<file path="src/rtl/lm71_pkg.sv">
// lm71_pkg: shared types and constants for the LM71 serial-sensor responder.
//   lm71_state_t        - responder FSM states
//   LM71_FRAME_BITS     - bits per read half and per write half of a frame
//   LM71_CMD_SHUTDOWN   - write word that enters shutdown
//   LM71_CMD_CONTINUOUS - write word that returns to continuous conversion
//   LM71_TRAIL_BITS     - constant LSBs appended to the 14-bit temperature
package lm71_pkg;

  typedef enum logic [1:0] {
    ST_IDLE,
    ST_READ,
    ST_WRITE,
    ST_HOLD
  } lm71_state_t;

  localparam int          LM71_FRAME_BITS     = 16;
  localparam logic [15:0] LM71_CMD_SHUTDOWN   = 16'hFFFF;
  localparam logic [15:0] LM71_CMD_CONTINUOUS = 16'h0000;
  localparam logic [1:0]  LM71_TRAIL_BITS     = 2'b11;

endpackage

</file>
<file path="src/rtl/lm71_sync_edge.sv">
// lm71_sync_edge: multi-flop synchronizer plus edge detector for one
// asynchronous pin.
//   clk, reset_n : system clock, async active-low reset
//   d            : asynchronous input pin
//   q            : synchronized level
//   rise, fall   : one-clk pulses on synchronized edges
// SYNC_STAGES must be at least 2. RESET_VAL is the pin's idle level, so
// leaving reset does not produce a spurious edge.
module lm71_sync_edge #(
  parameter int   SYNC_STAGES = 2,
  parameter logic RESET_VAL   = 1'b0
) (
  input  logic clk,
  input  logic reset_n,
  input  logic d,
  output logic q,
  output logic rise,
  output logic fall
);

  logic [SYNC_STAGES-1:0] sync;
  logic                   prev;

  always_ff @(posedge clk or negedge reset_n) begin
    if (!reset_n) begin
      sync <= {SYNC_STAGES{RESET_VAL}};
      prev <= RESET_VAL;
    end else begin
      sync <= {sync[SYNC_STAGES-2:0], d};
      prev <= sync[SYNC_STAGES-1];
    end
  end

  assign q    = sync[SYNC_STAGES-1];
  assign rise = q & ~prev;
  assign fall = ~q & prev;

endmodule

</file>
<file path="src/rtl/lm71_responder.sv">
// lm71_responder: sensor-side emulation of the LM71 3-wire temperature bus.
// Ports:
//   clk, reset_n     : system clock, async active-low reset
//   cs_n, sc         : chip select / serial clock from the master (async)
//   sio_i            : SIO input from the pad
//   sio_o, sio_oe    : SIO output data / output enable (1 = drive pad)
//   temp_data[13:0]  : two's complement temperature, 0.03125 C/LSB
//   shutdown         : 1 = shutdown mode (reads return MFG_ID)
//   busy             : synchronized, inverted cs_n
//   frame_cnt[15:0]  : complete-read counter, present only when
//                      LM71_RESP_FRAME_CNT_EN is defined
// A frame is 16 read bits (responder shifts out on sc fall) followed by 16
// write bits (responder samples on sc rise). A cs_n rise aborts anywhere.
module lm71_responder
  import lm71_pkg::*;
#(
  parameter int          SYNC_STAGES = 2,
  parameter logic [15:0] MFG_ID      = 16'h800F
) (
  input  logic        clk,
  input  logic        reset_n,
  input  logic        cs_n,
  input  logic        sc,
  input  logic        sio_i,
  output logic        sio_o,
  output logic        sio_oe,
  input  logic [13:0] temp_data,
  output logic        shutdown,
  output logic        busy
`ifdef LM71_RESP_FRAME_CNT_EN
  ,
  output logic [15:0] frame_cnt
`endif
);

  localparam logic [3:0] LAST_BIT = 4'(LM71_FRAME_BITS - 1);

  logic cs_q, cs_rise, cs_fall;
  logic sc_level_unused, sc_rise, sc_fall;

  lm71_sync_edge #(.SYNC_STAGES(SYNC_STAGES), .RESET_VAL(1'b1)) u_cs_sync (
    .clk(clk), .reset_n(reset_n), .d(cs_n),
    .q(cs_q), .rise(cs_rise), .fall(cs_fall)
  );

  lm71_sync_edge #(.SYNC_STAGES(SYNC_STAGES), .RESET_VAL(1'b0)) u_sc_sync (
    .clk(clk), .reset_n(reset_n), .d(sc),
    .q(sc_level_unused), .rise(sc_rise), .fall(sc_fall)
  );

  assign busy = ~cs_q;

  lm71_state_t state;
  logic [15:0] shreg;
  logic [15:0] cmd;
  logic [3:0]  bit_cnt;
  logic        sampled;   // master has clocked the current bit in
  logic [15:0] load_word;
  logic [15:0] cmd_next;

  assign load_word = shutdown ? MFG_ID : {temp_data, LM71_TRAIL_BITS};
  assign cmd_next  = {cmd[14:0], sio_i};

  always_ff @(posedge clk or negedge reset_n) begin
    if (!reset_n) begin
      state    <= ST_IDLE;
      shreg    <= '0;
      cmd      <= '0;
      bit_cnt  <= '0;
      sampled  <= 1'b0;
      sio_o    <= 1'b0;
      sio_oe   <= 1'b0;
      shutdown <= 1'b0;
    end else if (cs_rise) begin
      // Abort or normal end: release the pad, drop any partial command.
      state   <= ST_IDLE;
      bit_cnt <= '0;
      sampled <= 1'b0;
      sio_o   <= 1'b0;
      sio_oe  <= 1'b0;
    end else begin
      unique case (state)
        ST_IDLE: begin
          if (cs_fall) begin
            shreg   <= load_word;
            sio_o   <= load_word[15];
            sio_oe  <= 1'b1;
            bit_cnt <= '0;
            sampled <= 1'b0;
            state   <= ST_READ;
          end
        end
        ST_READ: begin
          if (sc_rise) begin
            sampled <= 1'b1;
            if (bit_cnt == LAST_BIT) begin
              bit_cnt <= '0;
              cmd     <= '0;
              state   <= ST_WRITE;
            end else begin
              bit_cnt <= bit_cnt + 4'd1;
            end
          end else if (sc_fall && sampled) begin
            // Only shift once the bit on the wire has been clocked in, so a
            // master whose sc idles high does not lose the MSB.
            shreg   <= {shreg[14:0], 1'b0};
            sio_o   <= shreg[14];
            sampled <= 1'b0;
          end
        end
        ST_WRITE: begin
          // Keep driving bit 0 through the 16th high phase.
          if (sc_fall) begin
            sio_oe <= 1'b0;
            sio_o  <= 1'b0;
          end
          if (sc_rise) begin
            cmd <= cmd_next;
            if (bit_cnt == LAST_BIT) begin
              if (cmd_next == LM71_CMD_SHUTDOWN)
                shutdown <= 1'b1;
              else if (cmd_next == LM71_CMD_CONTINUOUS)
                shutdown <= 1'b0;
              bit_cnt <= '0;
              state   <= ST_HOLD;
            end else begin
              bit_cnt <= bit_cnt + 4'd1;
            end
          end
        end
        ST_HOLD: ;
        default: state <= ST_IDLE;
      endcase
    end
  end

`ifdef LM71_RESP_FRAME_CNT_EN
  // Reaching WRITE or HOLD means all 16 read bits were clocked out.
  always_ff @(posedge clk or negedge reset_n) begin
    if (!reset_n)
      frame_cnt <= '0;
    else if (cs_rise && (state == ST_WRITE || state == ST_HOLD))
      frame_cnt <= frame_cnt + 16'd1;
  end
`endif

endmodule

</file>
<file path="config.mk">
export PLATFORM = sky130hd
export DESIGN_NAME = lm71_responder
export DESIGN_NICKNAME = d
export VERILOG_FILES = /design/src/rtl/lm71_pkg.sv /design/src/rtl/lm71_sync_edge.sv /design/src/rtl/lm71_responder.sv
export SDC_FILE = /design/constraint.sdc
export NUM_CORES = 1
export LEC_CHECK = 0
export CORE_MARGIN = 2
export CORE_UTILIZATION = 56
export CTS_BUF_LIST = sky130_fd_sc_hd__clkbuf_4 sky130_fd_sc_hd__clkbuf_8 sky130_fd_sc_hd__clkbuf_16
export CTS_CLUSTER_SIZE = 16
export DETAILED_ROUTE_END_ITERATION = 8
export GPL_ROUTABILITY_DRIVEN = 0
export HOLD_SLACK_MARGIN = 0.12
export PLACE_DENSITY = 0.79
export SLEW_MARGIN = 20
export SYNTH_ARGS = -nofsm -noshare
export SYNTH_HDL_FRONTEND = slang
export SYNTH_HIERARCHICAL = 1
export SYNTH_SLANG_ARGS = --single-unit
</file>
<file path="constraint.sdc">
create_clock -name clk -period 4.75 [get_ports clk]
set_input_delay 0.95 -clock clk [delete_from_list [all_inputs] [get_ports clk]]
set_output_delay 0.95 -clock clk [all_outputs]
set_load 0.02 [all_outputs]
</file>
======== After elaboration in Yosys (flattened, before gate mapping) ========
Cells that the tools add are included.
storage, ports and cells
  bits in registers ....................... 46
  output and inout bits ................... 4
  word-level logic and storage cells ...... 98
operators by class
  add/subtract/negate cells ............... 1
  equality and inequality tests ........... 20
  muxes and demuxes ....................... 37
  bitwise logic cells ..................... 9
  reductions and logical operators ........ 19
operators by type and width
  cell                                         count
  2-to-1 mux 15 bit                            6
  case mux 15 bit (2 select lines)             2
  != test 3 bit, second input constant         8
  AND reduction 5 bit                          4
  == test 16 bit, second input constant        1
  logical NOT 16 bit                           1
  2-to-1 mux 16 bit                            1
  2-to-1 mux 4 bit                             4
  2-to-1 mux 1 bit                             13
  2-to-1 mux 2 bit                             6
  != test 2 bit, second input constant         6
  AND reduction 3 bit                          3
  nonzero test 3 bit                           3
  case mux 4 bit (2 select lines)              1
  case mux 2 bit (3 select lines)              1
  AND reduction 6 bit                          1
  nonzero test 2 bit                           3
  NOT 1 bit                                    5
  adder 4 x 1 -> 4 bit, second input constant  1
  bitwise AND 1 bit                            4
  == test 4 bit, second input constant         1
  != test 4 bit, second input constant         1
  case mux 1 bit (2 select lines)              2
  nonzero test 4 bit                           1
  7 further kinds                              7

======== Depth between registers and ports, before layout ========
  depth in word-level cells ............... 7
  depth in mapped cells ................... 7
  depth with buffers taken out ............ 6

======== By module ========
The synthesis kept the hierarchy.
by module, submodules not included
  module                       times used  cells an instance  area each (µm²)
  lm71_responder               1           208                1958.1
  lm71_sync_edge at u_cs_sync  1           5                  93.8
  lm71_sync_edge at u_sc_sync  1           5                  90.1

======== Worst setup path before layout ========
No wires, ideal clock.
  path type ............................... reg2reg
  start point ............................. reg u_cs_sync.sync[1]
  end point ............................... reg bit_cnt[2]
  data arrival time ....................... 1.687 ns
  slack ................................... 2.997 ns
  stages on the path, launching flop included .. 8
  period minus slack after synthesis ...... 1.753 ns
  cells stage by stage .................... dfstp_2 -> nor2b_1 -> buf_4 -> nand2b_1 -> clkbuf_2 -> o2bb2ai_2 -> or4b_1 -> nand2_1
on the way
  elaborated cells on any way between the ends .. 8
  those cells by class .................... 2 x eq/ne; 1 x mux; 3 x bitwise; 2 x reduce/logical
RTL lines
  item                                                      line                   text
  start, declared                                           lm71_sync_edge.sv:21   logic [SYNC_STAGES-1:0] sync;
  start signal, assigned                                    lm71_sync_edge.sv:26   sync <= {SYNC_STAGES{RESET_VAL}};
  start signal, assigned                                    lm71_sync_edge.sv:29   sync <= {sync[SYNC_STAGES-2:0], d};
  bitwise AND 1 bit *                                       lm71_sync_edge.sv:35   assign rise = q & ~prev;
  named net cs_rise                                         lm71_responder.sv:38   logic cs_q, cs_rise, cs_fall;
  != test 3 x 1 -> 1 bit (no line) (tied with other cells)  -
  AND reduction 3 bit (no line)                             -
  end signal, assigned                                      lm71_responder.sv:101  bit_cnt <= bit_cnt + 4'd1;
  end signal, assigned                                      lm71_responder.sv:127  bit_cnt <= bit_cnt + 4'd1;
  end, declared                                             lm71_responder.sv:56   logic [3:0] bit_cnt;
Mark *: on every way through the listed nets, which the timed path passes. The rest lies on a longest branch.
A chain may end at the register's enable or synchronous reset.

======== Final worst setup path ========
  start point ............................. reg shutdown
  end point ............................... out shutdown
RTL lines
  item                    line                   text
  start, declared         lm71_responder.sv:28   output logic shutdown,
  start signal, assigned  lm71_responder.sv:73   shutdown <= 1'b0;
  start signal, assigned  lm71_responder.sv:121  shutdown <= 1'b1;
  start signal, assigned  lm71_responder.sv:123  shutdown <= 1'b0;
No word-level cell between the ends.

==> impl_metrics.toml <==
[floorplanning]
floorplan.die.width_um = 65.8
placement_rows = 22
num_io_pins = 23
initial_utilization = 0.585
floorplan.core_area_um2 = 3660
die_area_um2 = 4340
chipHeight_um = 65.8

[global_routing]
grt_overflow = 0
grt_max_degree = 47
grt_pass1_wl_um = 7100
gr-usage-all-layers = 0.220
number_of_global_route_vias_before_repair = 1524
antenna_found_initial = 0

[finish]
fill_cells = 294
finish.utilization = 0.675
share_of_cells_above_drive_strength_1 = 0.0795
instances_no_fill = 287
n_antenna_cell = 0
area_growth_synth_to_finish_pct = 15.4
nNetsFinal = 261

[timing]
tns_ns = 0
timing.final.setup_violations = 0
slew-limit-headroom = 0.482
period_share = 0.517
slew_viol_final = 0
timing_hold_violations_final = 0
fin_skew_ns = 0.00380
period_minus_slack_ns = 2.45
worst-slew-pin-transition_ns = 0.771
max_clock_freq_mhz = 408
timing.final.ws_setup_ns = 2.30
rsz0062_at_grt = "false"

[place]
place.detailed.instances = 279
place.detailed.hpwl_um = 2760
io_buffer_count = 22
dp_slack_ns = 2.44

[worst_setup_path]
critical_path.n_buffers_inverters = 1
criticalPathCategory = "flip-flop to output pin"
critPathRequiredTime_ns = 3.80
cp_cell_sequence = "clkdlybuf4s50_1"
ff_to_ff_start = "state[1]"
critical-path-top-delay-family = "buffers and inverters"
crit_path_max_fanout = 7
setup_crit_end_kind = "output pin"
timing.rr.end = "shreg[9]"
worst_setup_path_startpoint = "shutdown"
ff2ff_path_depth = 6
crit_slowest_cell = "clkdlybuf4s50_1"
arrival_time_of_the_worst_setup_path_ns = 1.50
worst_path_largest_cell_delay_ns = 0.67
r2r_slack_ns = 2.42
crit_path_start_kind = "flip-flop"

[detailed_routing]
drc = 0
wirelength_routed_um = 4240
vias = 1686
routed_via_density = 5.87
final_antenna_net_count = 0
drt_iter0_drc = 241
route.detailed.wl_per_inst_um = 14.8
drt_pre_antenna_iters = 6

[yosys]
synth_top_area_cell = "dfrtp_1"
syn-instance-count = 218
synth.ff_latch_count = 46
synth.yosys.seq_area_share = 0.539
synth.avg_cell_area_um2 = 9.83
synth.top_cells.by_count = "dfrtp_1 (43), nand2_1 (40), o21ai_0 (26)"
ys_types = 43
synthesis.yosys.warnings = 6
synth-edff-count = 0
post_synth_main_area_contributors = "dfrtp_1 (50%), nand2_1 (7.0%), o21ai_0 (6.1%)"
async_reset_ff_frac = 1.00
mappedNetlistArea_um2 = 2140
postSynthNetCount = 241
post-synth-top-count-cell = "dfrtp_1"
yosysTopAreaCellShare = 0.502
synth_top_flop_cell = "dfrtp_1"

[clock_tree]
cts-hold-fix-buffers = 0
post_cts_sizing = 0
max-clock-path-buffers = 2
clock_pin_slew_reported_for_the_worst_setup_and_hold_paths_after_clock_tree_synthesis_ns = 0.08
ctsRootBufferMaster = "clkbuf_8"
clock_tree.htree_level_count = 2
latest_clock_arrival_within_the_worst_skew_pair_ns = 0.30
post-cts-setup-buffer-count = 0
numClockSinks = 46
cts-buffers-inserted = 5
cts_tree = "yes"

[power]
vdd.ir_drop.worst_v = 0.000277
p_total_mw = 1.25
power.density_nw_per_um2 = 504
p_leak_nw = 1.10

[run]
maxCapViolCount = 0

[run_status]
outcome = "complete, no violations"

[min_path]
timing.hold.worst.class = "flip-flop to flip-flop"
hold_start = "u_sc_sync/sync[0]"
holdPathStages = 0
hold-path-endpoint = "u_sc_sync/sync[1]"
-- cell families after synthesis --
| logic type | Yosys count | synth area share |
|---|---|---|
| compound gates | 53 | 0.166 |
| fa+ha+maj | 4 | 0.0234 |
| buf+inv | 27 | 0.0537 |
| flops | 46 | 0.539 |
| mux | 3 | 0.0146 |
| simple gates | 85 | 0.203 |
-- cell type report --
class,count,area [um^2],area share
clock buffers,6,82.6,0.0334
repair buffers,23,225,0.0911
clock inverters,2,12.5,0.00506
flip-flops and latches,46,1150,0.467
well taps,48,60.1,0.0243
multi-input cells,145,872,0.353
inverters,17,63.8,0.0258
-- worst reg2reg max path, stage by stage, from the launching register on --
cell,delay (ns)
dfrtp_1,0.38
inv_1,0.09
ha_1,0.54
nand4b_1,0.16
a211o_1,0.51
a222oi_1,0.45
inv_1,0.08
-- placed cells by master (no fill, tap or decap), drive strengths merged, types with 2 or more instances in the layout --
cell / n
buf: 2
o31ai: 4
nor2b: 6
nand3: 2
nand2b: 4
mux2i: 2
nor3: 4
a222oi: 8
clkbuf: 6
a22oi: 5
ha: 4
a21oi: 3
dfstp: 3
clkdlybuf4s50: 21
o21ai: 26
inv: 17
nor4: 6
nor2: 7
nand2: 40
nand4: 5
dfrtp: 43
and2b: 2
-- through the flow --
step / area, um^2 / hold slack, ns
2_1_floorplan: 2140 / 0.331
3_3_place_gp: 2370 / 0.336
3_5_place_dp: 2370 / 0.341
4_1_cts: 2470 / 0.361
5_1_grt: 2470 / 0.366
6_report: 2470 / 0.357
-- where the power goes --
group / internal, mW / total (mW) / leakage, nW / switching [mW]
Combinational: 0.189 / 0.458 / 0.465 / 0.269
Clock: 0.117 / 0.246 / 0.0472 / 0.129
Sequential: 0.479 / 0.541 / 0.591 / 0.0619
Total: 0.785 / 1.25 / 1.10 / 0.460
-- how the worst max path moves through the flow --
stage	to	slack (ns)	cells after the start
final	shutdown	2.30	1
after global routing	shreg[9]	2.22	6
after CTS	shutdown	2.29	1
after detailed placement	shreg[7]	2.44	6
after global placement	shutdown	2.51	4
after floorplan	bit_cnt[2]	3.00	7
-- state kept, by name (all words and copies together), names as in the netlist --
name and count:
u_sc_sync/sync 2, sampled 1, u_sc_sync/prev 1, shutdown 1, u_cs_sync/prev 1, sio_o 1
bit_cnt 4, state 2, sio_oe 1, cmd 15, shreg 15, u_cs_sync/sync 2
-- per-layer routing --
layer | track usage | up-vias | wire length (um)
li1 | - | 815 | -
met2 | 0.346 | 48 | 2010
met5 | 0 | - | 0
met4 | 0.0677 | 0 | 84
met3 | 0.0698 | 9 | 201
met1 | 0.292 | 814 | 1950
Note: power is estimated with default switching activity, not from simulation.
